### src/rtl/fetch_pkg.sv
// Shared fetch-stage types and defaults: FSM encoding, output-register layout, reset PC, NOP.
package fetch_pkg;

  typedef enum logic [1:0] {
    FETCH  = 2'd0,
    FULL   = 2'd1,
    SQUASH = 2'd2
  } fetch_state_t;

  typedef struct packed {
    logic [31:0] ir;
    logic [31:0] pc;
    logic        valid;
  } fetch_out_t;

  localparam logic [31:0] RESET_PC_DEF = 32'h0000_1000;
  localparam logic [31:0] NOP_IR_DEF   = 32'h0000_0000;
  localparam logic [31:0] PC_INC       = 32'd4;

  function automatic logic [31:0] word_align(input logic [31:0] addr);
    return {addr[31:2], 2'b00};
  endfunction

endpackage

### src/rtl/fetch_hold_buf.sv
// One-entry {ir, pc} hold buffer; 1-cycle load, flush wins over load, load wins over drain.
module fetch_hold_buf
  import fetch_pkg::*;
(
  input  logic        clk,
  input  logic        reset,
  input  logic        load,
  input  logic        drain,
  input  logic        flush,
  input  logic [31:0] ld_ir,
  input  logic [31:0] ld_pc,
  output logic [31:0] buf_ir,
  output logic [31:0] buf_pc,
  output logic        full
);

  always_ff @(posedge clk or posedge reset) begin
    if (reset) begin
      buf_ir <= NOP_IR_DEF;
      buf_pc <= '0;
      full   <= 1'b0;
    end else if (flush) begin
      full   <= 1'b0;
    end else if (load) begin
      buf_ir <= ld_ir;
      buf_pc <= ld_pc;
      full   <= 1'b1;
    end else if (drain) begin
      full   <= 1'b0;
    end
  end

endmodule

### src/rtl/fetch_stage.sv
// Fetch stage: PC + request FSM + registered {ir, pc_out, valid_out}; mem_ready in N -> valid_out in N+1.
// Stall parks one returned word in the hold buffer (FULL, no request); FETCH_PERF_EN adds fetch/bubble counters.
module fetch_stage
  import fetch_pkg::*;
#(
  parameter logic [31:0] RESET_PC = RESET_PC_DEF,
  parameter logic [31:0] NOP_IR   = NOP_IR_DEF
) (
  input  logic        clk,
  input  logic        reset,
  input  logic        stall,
  input  logic        branch_taken,
  input  logic [31:0] branch_target,
  output logic        mem_req,
  output logic [31:0] mem_addr,
  input  logic        mem_ready,
  input  logic [31:0] mem_rdata,
  output logic [31:0] ir,
  output logic [31:0] pc_out,
  output logic        valid_out
`ifdef FETCH_PERF_EN
  ,
  output logic [31:0] fetch_count,
  output logic [31:0] bubble_count
`endif
);

  fetch_state_t state, state_nxt;
  logic [31:0]  pc, pc_nxt;
  logic [31:0]  redirect_pc, redirect_pc_nxt;
  fetch_out_t   out_q, out_nxt;
  logic [31:0]  target;
  logic         buf_load, buf_drain, buf_flush;
  logic [31:0]  buf_ir, buf_pc;
  logic         buf_full;
  logic         load_valid, load_bubble;

  assign target = word_align(branch_target);

  // Request depends only on registered state (plus reset), never on mem_ready.
  assign mem_req  = !reset && (state != FULL);
  assign mem_addr = pc;

  assign ir        = out_q.ir;
  assign pc_out    = out_q.pc;
  assign valid_out = out_q.valid;

  fetch_hold_buf u_hold_buf (
    .clk    (clk),
    .reset  (reset),
    .load   (buf_load),
    .drain  (buf_drain),
    .flush  (buf_flush),
    .ld_ir  (mem_rdata),
    .ld_pc  (pc),
    .buf_ir (buf_ir),
    .buf_pc (buf_pc),
    .full   (buf_full)
  );

  always_comb begin
    state_nxt       = state;
    pc_nxt          = pc;
    redirect_pc_nxt = redirect_pc;
    out_nxt         = out_q;
    buf_load        = 1'b0;
    buf_drain       = 1'b0;
    buf_flush       = 1'b0;
    load_valid      = 1'b0;
    load_bubble     = 1'b0;

    if (branch_taken) begin
      buf_flush     = 1'b1;
      out_nxt.ir    = NOP_IR;
      out_nxt.valid = 1'b0;
      load_bubble   = 1'b1;
      case (state)
        FETCH: begin
          if (mem_ready) begin
            pc_nxt = target;
          end else begin
            redirect_pc_nxt = target;
            state_nxt       = SQUASH;
          end
        end
        FULL: begin
          pc_nxt    = target;
          state_nxt = FETCH;
        end
        SQUASH: begin
          redirect_pc_nxt = target;
          if (mem_ready) begin
            pc_nxt    = target;
            state_nxt = FETCH;
          end
        end
        default: state_nxt = FETCH;
      endcase
    end else begin
      case (state)
        FETCH: begin
          if (mem_ready) begin
            pc_nxt = pc + PC_INC;
            if (stall) begin
              buf_load  = 1'b1;
              state_nxt = FULL;
            end else begin
              out_nxt    = '{ir: mem_rdata, pc: pc, valid: 1'b1};
              load_valid = 1'b1;
            end
          end else if (!stall) begin
            out_nxt.ir    = NOP_IR;
            out_nxt.valid = 1'b0;
            load_bubble   = 1'b1;
          end
        end
        FULL: begin
          if (!stall) begin
            out_nxt    = '{ir: buf_ir, pc: buf_pc, valid: buf_full};
            load_valid = buf_full;
            buf_drain  = 1'b1;
            state_nxt  = FETCH;
          end
        end
        SQUASH: begin
          // The abandoned request must still complete before the target is issued.
          if (mem_ready) begin
            pc_nxt    = redirect_pc;
            state_nxt = FETCH;
          end
        end
        default: state_nxt = FETCH;
      endcase
    end
  end

  always_ff @(posedge clk or posedge reset) begin
    if (reset) begin
      state       <= FETCH;
      pc          <= RESET_PC;
      redirect_pc <= RESET_PC;
      out_q       <= '{ir: NOP_IR, pc: 32'h0, valid: 1'b0};
    end else begin
      state       <= state_nxt;
      pc          <= pc_nxt;
      redirect_pc <= redirect_pc_nxt;
      out_q       <= out_nxt;
    end
  end

`ifdef FETCH_PERF_EN
  always_ff @(posedge clk or posedge reset) begin
    if (reset) begin
      fetch_count  <= '0;
      bubble_count <= '0;
    end else begin
      if (load_valid)  fetch_count  <= fetch_count + 32'd1;
      if (load_bubble) bubble_count <= bubble_count + 32'd1;
    end
  end
`else
  logic unused_perf;
  assign unused_perf = load_valid ^ load_bubble;
`endif

endmodule

### config.mk
export PLATFORM = sky130hd
export DESIGN_NAME = fetch_stage
export DESIGN_NICKNAME = d
export VERILOG_FILES = /design/src/rtl/fetch_pkg.sv /design/src/rtl/fetch_hold_buf.sv /design/src/rtl/fetch_stage.sv
export SDC_FILE = /design/constraint.sdc
export NUM_CORES = 1
export LEC_CHECK = 0
export ABC_AREA = 1
export ABC_CLOCK_PERIOD_IN_PS = 7270
export CAP_MARGIN = 5
export CORE_ASPECT_RATIO = 1.5
export CORE_MARGIN = 8
export CORE_UTILIZATION = 50
export DETAILED_ROUTE_END_ITERATION = 6
export MAX_ROUTING_LAYER = met4
export PLACE_DENSITY = 0.77
export RECOVER_POWER = 100
export SETUP_SLACK_MARGIN = 0.4
export SLEW_MARGIN = 20
export SYNTH_ARGS = -nofsm -noshare
export SYNTH_HDL_FRONTEND = slang
export SYNTH_SLANG_ARGS = --single-unit
### constraint.sdc
create_clock -name clk -period 7.27 [get_ports clk]
set_input_delay 1.454 -clock clk [delete_from_list [all_inputs] [get_ports clk]]
set_output_delay 1.454 -clock clk [all_outputs]
set_load 0.05 [all_outputs]
==> flow_summary.ini <==
[outcome]
status = finished, violations left
violations = max-capacitance violations, max-slew violations

[cts]
cts-hold-fix-buffers = 0
cts_made_buffers = 17
cts_tree = built
post-cts-setup-buffers = 0
cts_root_buf = clkbuf_16
clk_pin_slew_ns = 0.06
ctsResizeCount = 0
cts_num_sinks = 188
clk_latency_ns = 0.43
cts_max_level = 4
cts_buffer_depth = 2

[drt]
vias = 8300
drt_wl_total_um = 24600
ant_nets = 0
drt-initial-drc-count = 604
avgViaCountPerCell = 5.16
wl_per_cell_um = 15.3
first_pass_iters = 5
route.detailed.drc = 0

[worst_setup_path]
cp_slowest_cell = clkbuf_1
cp.required_ns = 7.55
crit_path_start_kind = primary input
critPathKind = in2reg
crit_arrival_ns = 5.52
max_stage_delay_ns = 1.32
rrSetupSlack_ns = 4.06
path_cells = dlygate4sd3_1, clkbuf_1, inv_1, o2111ai_4, buf_4, o21ai_0
crit_path_end_kind = flip-flop
path_max_fanout = 60

[min_path]
min_path_type = reg2reg

[layout]
syn_to_final_growth_pct = 24.4
final_cell_mix = 389 x nand2_1, 228 x o21ai_0, 186 x dfrtp_1, 152 x inv_1, 96 x dlygate4sd3_1
drive_above_1_share_pct = 5.01
n_antenna_cell = 0
fin_nets = 1415
layout.cells.most_common = nand2_1

[synthesis]
yosysSeqAreaShare_pct = 50.5
ys_warn_count = 0
netlist_area_mm2 = 0.00932
syn_area_per_cell_um2 = 7.62
synthCells = 1223
ys_seq_elements = 188
yosys.cell_types.count = 33

[sta]
max_freq_mhz = 191
relSlewSlack_pct = -71.8
worstMarginPinSlew_ns = 2.56
grt_setup_unrepaired = no
finalCriticalPeriod_ns = 5.24
fin_crit_sh_pct = 72.0
maxSlewViolCount = 286
finalSetupTns_ns = 0
skew_ns = 0.0101
setup_viol = 0
hold_viol = 0
setup_ws_ns = 2.03

[placement]
hpwl_um = 17100
place_congestion = 0.884
io_buffers = 160
pre_cts_slack_ns = 2.83

[global_route]
grt_max_degree = 73
grt_pass1_vias = 8031
grt_pass1_wl_um = 40500
grt.overflow.total = 0
antenna_found_initial = 0
track_usage_pct = 22.1

[die]
die_area_mm2 = 0.0233
placementRows = 61
design.core.area_mm2 = 0.0184
fp.dieW_um = 127
fp.dieH_um = 183
pin_count = 167
initial_core_util_pct = 50.7

[power]
swShare_pct = 37.0
p_comb_share_pct = 29.6
seqPwrFrac_pct = 42.8
ir_worst_vdd_uv = 131
pwr-share-clk_pct = 27.6
p_int_uw = 2040
power_density_mw_per_mm2 = 280
power_switching_uw = 1200
p_leak_uw = 0.00571

[job]
cap_violations = 5
cell families (layout without fill, tap and decap cells):
logic type	count (synthesis)	after routing	synth area share [%]
DFF	188	188	50.5
adders and majority gates	1	1	0.134
xor gates and xnor gates	5	5	0.470
other	1	4	0.0402
and+or+nand+nor	520	520	23.6
muxes	3	3	0.363
AOI/OAI and AO/OA	278	278	15.3
buffers and inverters	227	359	9.60
sequential cells by signal (all words and copies together) (netlist names), 2 cells and up:
name	count
mem_addr	30
redirect_pc	30
pc_out	30
u_hold_buf.buf_pc	30
ir	32
state	2
u_hold_buf.buf_ir	32
power by group through the flow:
stage / Sequential [µW] / Clock, µW / Combinational, µW
4_1_cts: 1390 / 915 / 1010
6_report: 1390 / 894 / 959
3_3_place_gp: 1400 / 0 / 989
5_1_grt: 1420 / 955 / 1050
2_1_floorplan: 1680 / 0 / 371
3_5_place_dp: 1410 / 0 / 1000
area by class of cell:
| class | count | area, µm² |
|---|---|---|
| multi-input combinational | 811 | 3750 |
| fill | 1639 | 6810 |
| sequential | 188 | 4710 |
| tap | 252 | 315 |
| clock inverter | 9 | 88.8 |
| timing repair buffer | 169 | 1660 |
| clock buffer | 23 | 478 |
| inverter | 158 | 594 |
metal layers:
layer  global-route usage (%)  vias to the layer above  wire length, µm
met5                        -                        -                0
met4                     10.9                        0              872
met3                     3.02                       55             1220
met2                     36.8                      285            12300
met1                     25.9                     3871            10200
li1                         -                     4089                -
metrics by stage:
stage	cell area [µm²]	instances	hold slack [ns]	total power [µW]	utilization [%]
after floorplan	9330	1226	0.448	2050	-
after CTS	11600	1610	0.483	3310	63.1
final	11600	1610	0.479	3240	63.0
after global routing	11600	1610	0.502	3420	63.0
after detailed placement	11000	1578	0.468	2410	60.1
after global placement	11000	1578	0.461	2390	60.1
synthesized netlist by cell type:
| cell | instances | area (µm²) |
|---|---|---|
| a21boi_0 | 1 | 7.51 |
| a21oi_1 | 27 | 135 |
| a31oi_1 | 1 | 6.26 |
| and2_1 | 3 | 18.8 |
| buf_1 | 3 | 11.3 |
| buf_2 | 22 | 110 |
| buf_4 | 4 | 30.0 |
| clkbuf_1 | 40 | 150 |
| clkinv_1 | 1 | 3.75 |
| conb_1 | 1 | 3.75 |
| dfrtp_1 | 186 | 4650 |
| dfstp_2 | 2 | 52.6 |
| ha_1 | 1 | 12.5 |
| inv_1 | 151 | 567 |
| inv_2 | 6 | 22.5 |
| mux2_2 | 3 | 33.8 |
| nand2_1 | 389 | 1460 |
| nand2_2 | 3 | 18.8 |
| nand2_4 | 4 | 45.0 |
| nand3_1 | 78 | 390 |
| nand3_2 | 1 | 10.0 |
| nor2_1 | 29 | 109 |
| nor2_2 | 3 | 18.8 |
| nor2_4 | 8 | 90.1 |
| nor2_8 | 2 | 40.0 |
| o2111ai_1 | 1 | 8.76 |
| o211ai_1 | 6 | 45.0 |
| o21ai_0 | 189 | 946 |
| o21ai_1 | 50 | 250 |
| o221ai_1 | 1 | 8.76 |
| o22ai_1 | 1 | 6.26 |
| o31ai_1 | 1 | 7.51 |
| xor2_1 | 5 | 43.8 |
worst paths after layout:
kind                                            start               endpoint  depth (start not counted)
worst min-delay path            u_hold_buf.buf_pc[25]  u_hold_buf.buf_pc[25]                          2
worst max-delay path                     branch_taken              pc_out[8]                          6
worst max register to register               state[1]            mem_addr[6]                          7
worst min register to register  u_hold_buf.buf_pc[25]  u_hold_buf.buf_pc[25]                          2
min in group asynchronous                       reset                  ir[5]                          2
max in group asynchronous                       reset  u_hold_buf.buf_pc[27]                          3
critical path, delay by kind of cell:
family / cells / cell delay, ns
compound gates: 2 / 0.52
buf+inv: 4 / 3.50
(Power assumes the default switching activity.)
